`config.mk`:
```
export PLATFORM = sky130hd
export DESIGN_NAME = cpu_bus_bridge
export DESIGN_NICKNAME = d
export VERILOG_FILES = /design/src/rtl/cpu_bus_pkg.sv /design/src/rtl/cpu_bus_wait_timer.sv /design/src/rtl/cpu_bus_bridge.sv
export SDC_FILE = /design/constraint.sdc
export NUM_CORES = 1
export LEC_CHECK = 0
export CORE_MARGIN = 3
export CORE_UTILIZATION = 38
export DETAILED_ROUTE_END_ITERATION = 8
export PLACE_DENSITY = 0.77
export SLEW_MARGIN = 40
export SYNTH_ARGS = -nofsm -noshare
export SYNTH_HDL_FRONTEND = slang
export SYNTH_SLANG_ARGS = --single-unit
```
`constraint.sdc`:
```
create_clock -name clk_i -period 1.8 [get_ports clk_i]
set_input_delay 0.27 -clock clk_i [delete_from_list [all_inputs] [get_ports clk_i]]
set_output_delay 0.27 -clock clk_i [all_outputs]
set_load 0.1 [all_outputs]
```
`src/rtl/cpu_bus_pkg.sv`:
```
// Shared types and constants for the CPU-to-system-bus bridge.
package cpu_bus_pkg;

  typedef enum logic [1:0] {
    IDLE,
    ISSUE,
    WAIT,
    RESP
  } bridge_state_t;

  localparam logic [31:0] TIMEOUT_DATA_DEFAULT = 32'hDEAD_BEEF;

  function automatic int unsigned max3(input int unsigned a, input int unsigned b,
                                       input int unsigned c);
    int unsigned m;
    m = (a > b) ? a : b;
    return (m > c) ? m : c;
  endfunction

endpackage

```
`src/rtl/cpu_bus_wait_timer.sv`:
```
// Loadable saturating up/down counter used for latency countdown and ack timeout.
module cpu_bus_wait_timer #(
  parameter int unsigned Width = 4
) (
  input  logic             i_clk,
  input  logic             i_reset,
  input  logic             i_load,
  input  logic [Width-1:0] i_load_val,
  input  logic             i_en,
  input  logic             i_up,
  input  logic [Width-1:0] i_limit,
  output logic             o_zero,
  output logic             o_at_limit
);

  logic [Width-1:0] r_count;

  // Saturates at zero going down and at i_limit going up, so it never wraps.
  always_ff @(posedge i_clk) begin
    if (i_reset) begin
      r_count <= '0;
    end else if (i_load) begin
      r_count <= i_load_val;
    end else if (i_en) begin
      if (i_up) begin
        if (r_count != i_limit) r_count <= r_count + 1'b1;
      end else begin
        if (r_count != '0) r_count <= r_count - 1'b1;
      end
    end
  end

  always_comb begin
    o_zero     = (r_count == '0);
    o_at_limit = (r_count == i_limit);
  end

endmodule

```
`src/rtl/cpu_bus_bridge.sv`:
```
// Bridge from a valid/ready CPU memory port to the single-cycle-strobe system bus,
// with fixed-latency or acknowledge/timeout completion.
module cpu_bus_bridge
  import cpu_bus_pkg::*;
#(
  parameter int unsigned address_width = 32,
  parameter int unsigned data_width    = 32,
  parameter int unsigned UseAck        = 0,
  parameter int unsigned ReadLatency   = 1,
  parameter int unsigned WriteLatency  = 1,
  parameter int unsigned TimeoutCycles = 16,
  parameter logic [31:0] TimeoutData   = TIMEOUT_DATA_DEFAULT
) (
  input  logic                      clk_i,
  input  logic                      reset_i,
  input  logic                      mem_valid_i,
  input  logic [address_width-1:0]  mem_addr_i,
  input  logic [data_width-1:0]     mem_wdata_i,
  input  logic [data_width/8-1:0]   mem_wstrb_i,
  output logic [data_width-1:0]     mem_rdata_o,
  output logic                      mem_ready_o,
  output logic [address_width-1:0]  address_o,
  output logic [data_width-1:0]     data_o,
  input  logic [data_width-1:0]     data_i,
  output logic                      we_o,
  output logic [data_width/8-1:0]   we_ram_o,
  input  logic                      ack_i,
  output logic                      timeout_o,
  output logic                      busy_o
);

  localparam int unsigned SW     = data_width / 8;
  localparam int unsigned CntMax = max3(ReadLatency, WriteLatency, TimeoutCycles);
  localparam int unsigned CntW   = $clog2(CntMax + 1);
  localparam bit          AckMode = (UseAck != 0);

  localparam logic [CntW-1:0]       RdLat  = CntW'(ReadLatency);
  localparam logic [CntW-1:0]       WrLat  = CntW'(WriteLatency);
  localparam logic [CntW-1:0]       ToLim  = CntW'(TimeoutCycles);
  localparam logic [data_width-1:0] ToData = data_width'(TimeoutData);

  bridge_state_t r_state, w_next;

  logic [address_width-1:0] r_addr;
  logic [data_width-1:0]    r_wdata;
  logic [SW-1:0]            r_wstrb;
  logic [data_width-1:0]    r_rdata;
  logic                     r_timeout;

  logic            w_capture;
  logic            w_sample;
  logic            w_take_to;
  logic            w_is_write;
  logic            w_cnt_en;
  logic [CntW-1:0] w_load_val;
  logic            w_zero;
  logic            w_at_limit;

  assign w_is_write = |r_wstrb;

  // Fixed mode counts the latency down to zero; ack mode counts up toward the timeout.
  always_comb begin
    w_load_val = '0;
    if (!AckMode) w_load_val = (|mem_wstrb_i) ? WrLat : RdLat;
    w_cnt_en = (r_state == ISSUE) || (r_state == WAIT);
  end

  cpu_bus_wait_timer #(
    .Width(CntW)
  ) u_timer (
    .i_clk      (clk_i),
    .i_reset    (reset_i),
    .i_load     (w_capture),
    .i_load_val (w_load_val),
    .i_en       (w_cnt_en),
    .i_up       (AckMode),
    .i_limit    (ToLim),
    .o_zero     (w_zero),
    .o_at_limit (w_at_limit)
  );

  always_ff @(posedge clk_i) begin
    if (reset_i) r_state <= IDLE;
    else         r_state <= w_next;
  end

  always_comb begin
    w_next    = r_state;
    w_capture = 1'b0;
    w_sample  = 1'b0;
    w_take_to = 1'b0;
    unique case (r_state)
      IDLE: begin
        if (mem_valid_i) begin
          w_capture = 1'b1;
          w_next    = ISSUE;
        end
      end
      ISSUE: w_next = WAIT;
      WAIT: begin
        if (AckMode) begin
          // Ack takes priority over a timeout in the same cycle.
          if (ack_i) begin
            w_sample = 1'b1;
            w_next   = RESP;
          end else if (w_at_limit) begin
            w_take_to = 1'b1;
            w_next    = RESP;
          end
        end else if (w_zero) begin
          w_sample = 1'b1;
          w_next   = RESP;
        end
      end
      RESP:    w_next = IDLE;
      default: w_next = IDLE;
    endcase
  end

  always_ff @(posedge clk_i) begin
    if (reset_i) begin
      r_addr    <= '0;
      r_wdata   <= '0;
      r_wstrb   <= '0;
      r_rdata   <= '0;
      r_timeout <= 1'b0;
    end else begin
      if (w_capture) begin
        r_addr    <= mem_addr_i;
        r_wdata   <= mem_wdata_i;
        r_wstrb   <= mem_wstrb_i;
        r_timeout <= 1'b0;
      end
      if (w_sample && !w_is_write) r_rdata <= data_i;
      if (w_take_to) begin
        r_timeout <= 1'b1;
        if (!w_is_write) r_rdata <= ToData;
      end
    end
  end

  always_comb begin
    address_o   = (r_state == ISSUE) ? r_addr : '0;
    we_ram_o    = (r_state == ISSUE) ? r_wstrb : '0;
    we_o        = (r_state == ISSUE) && w_is_write;
    mem_ready_o = (r_state == RESP);
    timeout_o   = (r_state == RESP) && r_timeout;
    busy_o      = (r_state != IDLE);
    data_o      = r_wdata;
    mem_rdata_o = r_rdata;
  end

endmodule

```
==> flow_summary_export.csv, run 1 <==
group,metric,value,unit
clock_network,clockBufferDepth,2,
synthesis,syn_area,4540,µm²
critical_path,critical_path_arrival,1510,ps
synthesis,avgSynthCellArea,8.40,µm²
floorplanning,die-area,13300,µm²
timing,fin_setup_tns,0,ps
synthesis,syn-num-nets,651,
timing,fmax,0.561,GHz
floorplanning,core_area,11600,µm²
detailed_routing,remaining_drc_errors,0,
timing,post-route-min-period,1780,ps
finish,syn_to_final_growth,66.1,%
critical_path,slowest_stage,"or4_4",
floorplanning,start_util,39.3,%
detailed_routing,wl_per_cell,15.9,µm
floorplanning,die_x,115,µm
synthesis,ys_seq_area_share,47.1,%
synthesis,ys_ff_latch,107,
synthesis,yosysWarnings,0,
finish,fillers,881,
synthesis,synthDominantCellAreaShare,47.1,%
clock_network,clock_latency,340,ps
critical_path,critPathRequiredTime,1530,ps
clock_network,cts_num_sinks,107,
synthesis,synth_edf_count,0,
pwr,leakagePower,2.93,nW
floorplanning,fp.dieH,115,µm
timing,grt_setup_unrepaired,"true",
pwr,ir_drop,0.000748,V
min_path,min-delay-path-class,"in2reg",
timing,whs,362,ps
clock_network,clk_pin_slew,70,ps
detailed_routing,vias,4634,
synthesis,synth_ff_type,"dfxtp_1",
synthesis,synthDistinctLibCells,33,
synthesis,yosys.area.top_type,"dfxtp_1",
timing,clock_skew,5.25,ps
timing,timing.final.hold_violations,0,
clock_network,h-tree-depth,3,
pwr,p_per_area,1640,nW/µm²
finish,num-nets-final,848,
pwr,total_power,12.4,mW
critical_path,worstSetupStartpointType,"flip-flop",
detailed_routing,wirelength,14100,µm
critical_path,critPathMaxFanout,2,
global_route,grt_overflow,0,
critical_path,critPathMaxStageDelay,540,ps
detailed_routing,postRouteAntennaNets,0,
synthesis,post_synth_inst_count,541,
synthesis,synthTopCellsByArea,"dfxtp_1 47%, a21oi_1 11%, nand2_1 11%, o31ai_2 7.4%, and2_1 5.2%",
critical_path,cp-end-kind,"primary output",
detailed_routing,routed_via_density,5.24,
placement,gp_congestion,0.756,
finish,drive_above_1_share,30.7,%
timing,tightest_slew,501,ps
global_route,grt_pass1_wl,21300,µm
global_route,grt_pass1_vias,4455,
placement,dp_hpwl,9510,µm
finish,antenna_cells,0,
floorplanning,io_pins,208,
timing,maxSlewViolCount,0,
clock_network,cts_buffers,9,
synthesis,async_flop_share,0,%
synthesis,yosysMostFrequentCell,"nand2_1",
critical_path,crit_chain,"or4_4, and2_4, buf_12",
finish,final_area,7550,µm²
timing,setup_violations,0,
global_route,antenna_found_initial,0,
global_route,grt_max_degree,47,
synthesis,yosys-top-cells-count,"138 x nand2_1, 107 x dfxtp_1, 104 x a21oi_1",
placement,placed_area,7090,µm²
detailed_routing,firstDrtPassIters,4,
timing,slew_headroom,66.6,%
placement,port_buffers,205,
clock_network,clock-root-buffer,"clkbuf_16",
status,status,"finished clean",
clock_network,cts_tree,"done",
floorplanning,placementRows,39,
clock_network,holdBufCountCts,0,
timing,period_share,99.1,%
detailed_routing,first_iter_violations,321,
run,drv_cap,0,
global_route,grt_use_total,19.8,%
critical_path,critical_path_class,"reg2out",
[per-stage QoR]
| stage | setup slack (ps) | util, % | std cells |
|---|---|---|---|
| after floorplan | 40.6 | - | 541 |
| final | 16.0 | 65.3 | 885 |
| after CTS | -23.8 | 64.3 | 878 |
| after global routing | -43.4 | 65.3 | 885 |
| after global placement | 2.31 | 61.3 | 862 |
| after detailed placement | -59.6 | 61.3 | 862 |
[cells in the final DEF (no fill, tap or decap), types with 2 or more instances in the layout]
cell	n
dfxtp_1	104
nand2_1	137
and2_4	7
dfxtp_2	2
o21ai_0	2
o31ai_1	5
clkdlybuf4s50_1	101
nand4_1	33
ha_1	5
inv_1	6
buf_4	86
clkbuf_1	2
clkbuf_16	11
and2_1	2
a21oi_1	104
buf_12	47
clkbuf_8	2
and2_2	29
o31ai_2	28
nand2b_1	3
[worst max-delay path, delay by kind of cell (launching register included)]
kind | cells | cell delay, ps
flip-flops | 1 | 310
buffers and inverters | 1 | 160
AND/OR/NAND/NOR | 2 | 710
[state kept, by name, summed over array words and instances, names as in the netlist]
register         cells
r_state              2
r_wstrb              4
data_o              32
mem_rdata_o         32
u_timer.r_count      5
r_addr              32
[cell families after synthesis]
logic type / count (synthesis) / synth area share, %
compound gates: 144 / 21.1
fa+ha+maj: 6 / 1.65
buf+inv: 61 / 6.36
flops: 107 / 47.1
mux: 1 / 0.220
other cells: 1 / 0.0825
simple gates: 221 / 23.5
[power breakdown]
| group | total [mW] | switching, mW | internal [mW] |
|---|---|---|---|
| registers | 3.10 | 0.273 | 2.83 |
| clock network | 1.97 | 0.821 | 1.15 |
| logic | 7.32 | 4.94 | 2.38 |
[timing repair]
item                                    4_1_cts  5_1_grt
gates resized for setup                       8       10
setup buffers                                 0        4
cloned                                        1        3
endpoints found under the setup margin       70       55
pin swaps                                     2        1
[worst paths after layout]
path         slack [ps]        from  cells past startpoint                  to
min reg2reg         450  r_addr[28]                      2          r_addr[28]
min                 360     reset_i                      2          r_addr[31]
max                  20  r_wstrb[3]                      3                we_o
max reg2reg          40  r_state[0]                      5  u_timer.r_count[4]
[final cells by class]
cell class	count	area (µm²)	share of cell area [%]
Tap cell	143	179	2.37
Timing Repair Buffer	238	2690	35.6
Inverter	9	37.5	0.497
Clock inverter	2	35.0	0.464
Clock buffer	13	260	3.45
Multi-Input combinational cell	373	2200	29.2
Sequential cell	107	2150	28.5
[metal layers]
layer	GRT usage, %	vias up	routed length [µm]
li1	-	2241	-
met1	23.8	2210	5830
met2	34.1	173	6990
met3	5.32	10	1130
met4	7.12	0	144
met5	0	-	0
Note: power is estimated with default switching activity, not from simulation.
==> inputs of run 2 (changes only) <==
CORE_UTILIZATION = 35   (was 38)
PLACE_DENSITY = 0.72   (was 0.77)
==> flow_summary_export.csv, run 2 (same netlist as run 1, synthesis figures left out) <==
group,metric,value,unit
status,status,"finished clean",
critical_path,reg2reg_depth,5,
detailed_routing,routed_via_density,5.13,
placement,port_buffers,205,
placement,gp_congestion,0.771,
critical_path,critical_path_class,"reg2out",
detailed_routing,first_iter_violations,370,
clock_network,clockBufferDepth,2,
finish,antenna_cells,0,
detailed_routing,firstDrtPassIters,4,
pwr,ir_drop,0.00101,V
min_path,min-delay-path-class,"in2reg",
min_path,holdPathStages,2,
pwr,p_per_area,1610,nW/µm²
critical_path,r2r-start,"r_state[0]",
placement,dp_hpwl,9630,µm
clock_network,holdBufCountCts,0,
floorplanning,io_pins,208,
timing,fmax,0.559,GHz
timing,maxSlewViolCount,0,
min_path,hp-start,"reset_i",
finish,utilization,61.3,%
floorplanning,die_x,120,µm
global_route,grt_pass1_vias,4423,
critical_path,critPathMaxFanout,2,
detailed_routing,vias,4649,
run,drv_cap,0,
detailed_routing,wl_per_cell,15.3,µm
timing,clock_skew,7.04,ps
clock_network,cts_buffers,9,
critical_path,cp-end-kind,"primary output",
finish,drive_above_1_share,30.9,%
timing,timing.final.hold_violations,0,
timing,grt_setup_unrepaired,"true",
global_route,antenna_found_initial,0,
critical_path,r2r-end,"u_timer.r_count[4]",
timing,post-route-min-period,1790,ps
timing,whs,331,ps
timing,setup_violations,0,
timing,slew_headroom,66.2,%
clock_network,cts_tree,"done",
detailed_routing,remaining_drc_errors,0,
global_route,grt_overflow,0,
critical_path,critical_path_arrival,1520,ps
critical_path,worstSetupStartpointType,"flip-flop",
clock_network,clk_pin_slew,70,ps
finish,num-nets-final,844,
critical_path,critPathRequiredTime,1530,ps
clock_network,h-tree-depth,3,
finish,final_common_cell,"nand2_1",
global_route,grt_max_degree,58,
critical_path,ff2ff_setup_slack,50,ps
global_route,grt_pass1_wl,22200,µm
clock_network,clock-root-buffer,"clkbuf_16",
timing,tightest_slew,507,ps
clock_network,clock_latency,350,ps
finish,syn_to_final_growth,66.7,%
floorplanning,die-area,14400,µm²
min_path,whs_endpoint,"r_addr[24]",
timing,period_share,99.5,%
clock_network,cts_num_sinks,107,
detailed_routing,postRouteAntennaNets,0,
floorplanning,core_area,12400,µm²
detailed_routing,wirelength,13900,µm
finish,layout_common_cells,"137 x nand2_1, 104 x a21oi_1, 104 x dfxtp_1",
floorplanning,start_util,36.8,%
global_route,grt_use_total,19.1,%
floorplanning,fp.dieH,120,µm
pwr,leakagePower,2.91,nW
pwr,total_power,12.2,mW
floorplanning,placementRows,40,
run 2: critical path, stage by stage, from the launching register on:
cell and delay (ps):
dfxtp_2 330, or4_4 530, and2_4 160, buf_12 160
run 2: worst max-delay path by stage:
stage,from,end,cells past startpoint
2_1_floorplan,r_wstrb[3],we_o,4
3_3_place_gp,u_timer.r_count[0],mem_rdata_o[2],6
3_5_place_dp,u_timer.r_count[0],mem_rdata_o[0],6
4_1_cts,r_wstrb[1],we_o,3
5_1_grt,r_wstrb[1],we_o,3
6_report,r_wstrb[1],we_o,3
run 2: per-layer routing:
| metal | up-vias | track usage [%] | share of wire (%) |
|---|---|---|---|
| met1 | 2187 | 21.8 | 40 |
| met2 | 214 | 31.9 | 48 |
| li1 | 2236 | - | - |
| met4 | 0 | 5.30 | 1.2 |
| met3 | 12 | 8.91 | 11 |
| met5 | - | 0 | 0 |
run 2: final cells by class:
class | count | area, µm²
clock buffers | 11 | 253
fillers | 1010 | 4790
multi-input cells | 373 | 2220
repair buffers | 234 | 2650
clock inverters | 5 | 60.1
well taps | 168 | 210
inverters | 9 | 37.5
flip-flops and latches | 107 | 2150
run 2: power breakdown:
part / switching, mW / internal [mW]
Combinational: 4.86 / 2.23
Sequential: 0.262 / 2.82
Clock: 0.889 / 1.16
Total: 6.01 / 6.21
run 2: per-stage QoR:
| step | setup WS, ps | setup TNS (ps) | std cells | area (µm²) |
|---|---|---|---|---|
| after floorplan | 40.6 | 0 | 541 | 4590 |
| after global placement | -17.1 | -128 | 887 | 7130 |
| after detailed placement | -86.2 | -1740 | 887 | 7130 |
| after CTS | -8.32 | -8.32 | 907 | 7550 |
| after global routing | -31.9 | -40.1 | 907 | 7580 |
| final | 9.50 | 0 | 907 | 7580 |
run 2: repair_timing:
item	4_1_cts	5_1_grt
buffers inserted	2	0
resized for setup	18	8
gates cloned	2	0
hold endpoints to repair	0	0
pin swaps	2	0
setup endpoints to repair	70	9
==> inputs of run 3 (changes only) <==
SYNTH_HIERARCHICAL = 1   (was not set)
==> flow_summary_export.csv, run 3 <==
group,metric,value,unit
status,status,"finished, violations left",
status,violations,"setup timing",
finish,multi_input_area,2530,µm²
critical_path,critPathMaxFanout,4,
timing,grt_setup_unrepaired,"true",
timing,fmax,0.551,GHz
critical_path,critPathMaxStageDelay,350,ps
synthesis,avgSynthCellArea,8.52,µm²
pwr,p_per_area,1450,nW/µm²
detailed_routing,postRouteAntennaNets,0,
global_route,grt_use_total,18.6,%
floorplanning,io_pins,208,
floorplanning,fp.dieH,122,µm
finish,drive_above_1_share,27.0,%
pwr,leakagePower,3.21,nW
finish,antenna_cells,0,
clock_network,cts_buffers,9,
placement,dp_hpwl,9620,µm
timing,post-route-min-period,1810,ps
run,drv_cap,0,
pwr,ir_drop,0.000976,V
finish,final_common_cell,"nand2_1",
clock_network,clockBufferDepth,2,
pwr,total_power,11.6,mW
critical_path,critical_path_arrival,1540,ps
timing,period_share,101,%
synthesis,yosysWarnings,6,
global_route,grt_overflow,0,
critical_path,critical_path_class,"reg2out",
finish,seq_area,2150,µm²
placement,gp_congestion,0.761,
critical_path,cp-end-kind,"primary output",
timing,clock_skew,7.29,ps
detailed_routing,routed_via_density,4.65,
clock_network,h-tree-depth,3,
clock_network,cts_tree,"done",
clock_network,clock-root-buffer,"clkbuf_16",
finish,num-nets-final,887,
clock_network,holdBufCountCts,0,
clock_network,cts_num_sinks,107,
finish,fillers,1066,
finish,syn_to_final_growth,71.3,%
clock_network,clock_latency,340,ps
timing,setup_violations,5,
floorplanning,die-area,14800,µm²
critical_path,cp_num_buf_inv,4,
detailed_routing,first_iter_violations,161,
detailed_routing,firstDrtPassIters,4,
finish,layout_common_cells,"137 x nand2_1, 103 x dfxtp_1, 101 x clkdlybuf4s50_1",
detailed_routing,remaining_drc_errors,0,
detailed_routing,wirelength,14500,µm
timing,fin_setup_tns,-39.9,ps
global_route,grt_pass1_vias,4284,
timing,timing.final.hold_violations,0,
timing,worst_slack,-14.6,ps
floorplanning,start_util,36.4,%
critical_path,crit_family,"buffers and inverters",
detailed_routing,vias,4420,
synthesis,post_synth_inst_count,550,
timing,whs,334,ps
clock_network,clk_pin_slew,70,ps
floorplanning,placementRows,41,
global_route,antenna_found_initial,0,
critical_path,crit_chain,"inv_4, ha_4, buf_8, clkbuf_16, and2_4, buf_12",
critical_path,slowest_stage,"dfxtp_2",
detailed_routing,wl_per_cell,15.3,µm
global_route,grt_pass1_wl,21800,µm
floorplanning,core_area,12900,µm²
min_path,min-delay-path-class,"in2reg",
timing,maxSlewViolCount,0,
critical_path,critPathRequiredTime,1530,ps
critical_path,worstSetupStartpointType,"flip-flop",
global_route,grt_max_degree,69,
floorplanning,die_x,122,µm
synthesis,syn_area,4680,µm²
placement,port_buffers,205,
==> run 3: cell types whose count changed in the layout (fill, tap and decap cells not counted), sizes merged, moves of 14 or more <==
cell and delta:
o31ai -33, conb +14, nand4 -33, a21oi -32
nand2b +64, mux2i +32
==> run 3: where the power goes <==
part           internal (mW)  switching [mW]  total, mW
registers               2.79           0.265       3.06
logic                   2.49            4.04       6.53
clock network           1.20           0.858       2.05
==> run 3: layout make-up <==
type,instances,area share [%]
tap,172,2.68
multi-input combinational,411,31.5
clock inverter,1,0.374
clock buffer,15,3.46
timing repair buffer,236,34.7
sequential,107,26.8
inverter,8,0.421
==> run 3: worst paths after layout <==
kind	from	end	slack, ps	cells after the start
setup / recovery	r_state[1]	we_ram_o[3]	-10	6
hold / removal	reset_i	data_o[5]	330	2
setup reg to reg	u_timer/r_count[0]	u_timer/r_count[1]	-10	6
hold reg to reg	r_addr[28]	r_addr[28]	450	2
==> run 3: layer usage <==
| layer | global-route usage [%] | vias up | share of wire, % |
|---|---|---|---|
| met5 | 0 | - | 0 |
| met4 | 6.44 | 0 | 1.7 |
| met3 | 3.39 | 16 | 4.5 |
| met2 | 34.1 | 121 | 52 |
| met1 | 21.7 | 2087 | 42 |
| li1 | - | 2196 | - |
==> run 3: repair_timing <==
item                       4_1_cts  5_1_grt
setup buffers                    3        4
pin swaps                        8       27
gates resized for setup         46       22
cloned                           3        7
setup endpoints to repair       40       81
==> run 3: metrics by stage <==
step           utilization [%]  worst slack [ps]  instance area [µm²]  instances
2_1_floorplan                -              -108                 4780        563
3_3_place_gp              56.2              6.00                 7240        918
3_5_place_dp              56.2             -60.7                 7240        918
4_1_cts                   60.1             -43.7                 7740        939
5_1_grt                   62.3              -108                 8020        950
6_report                  62.3             -14.6                 8020        950
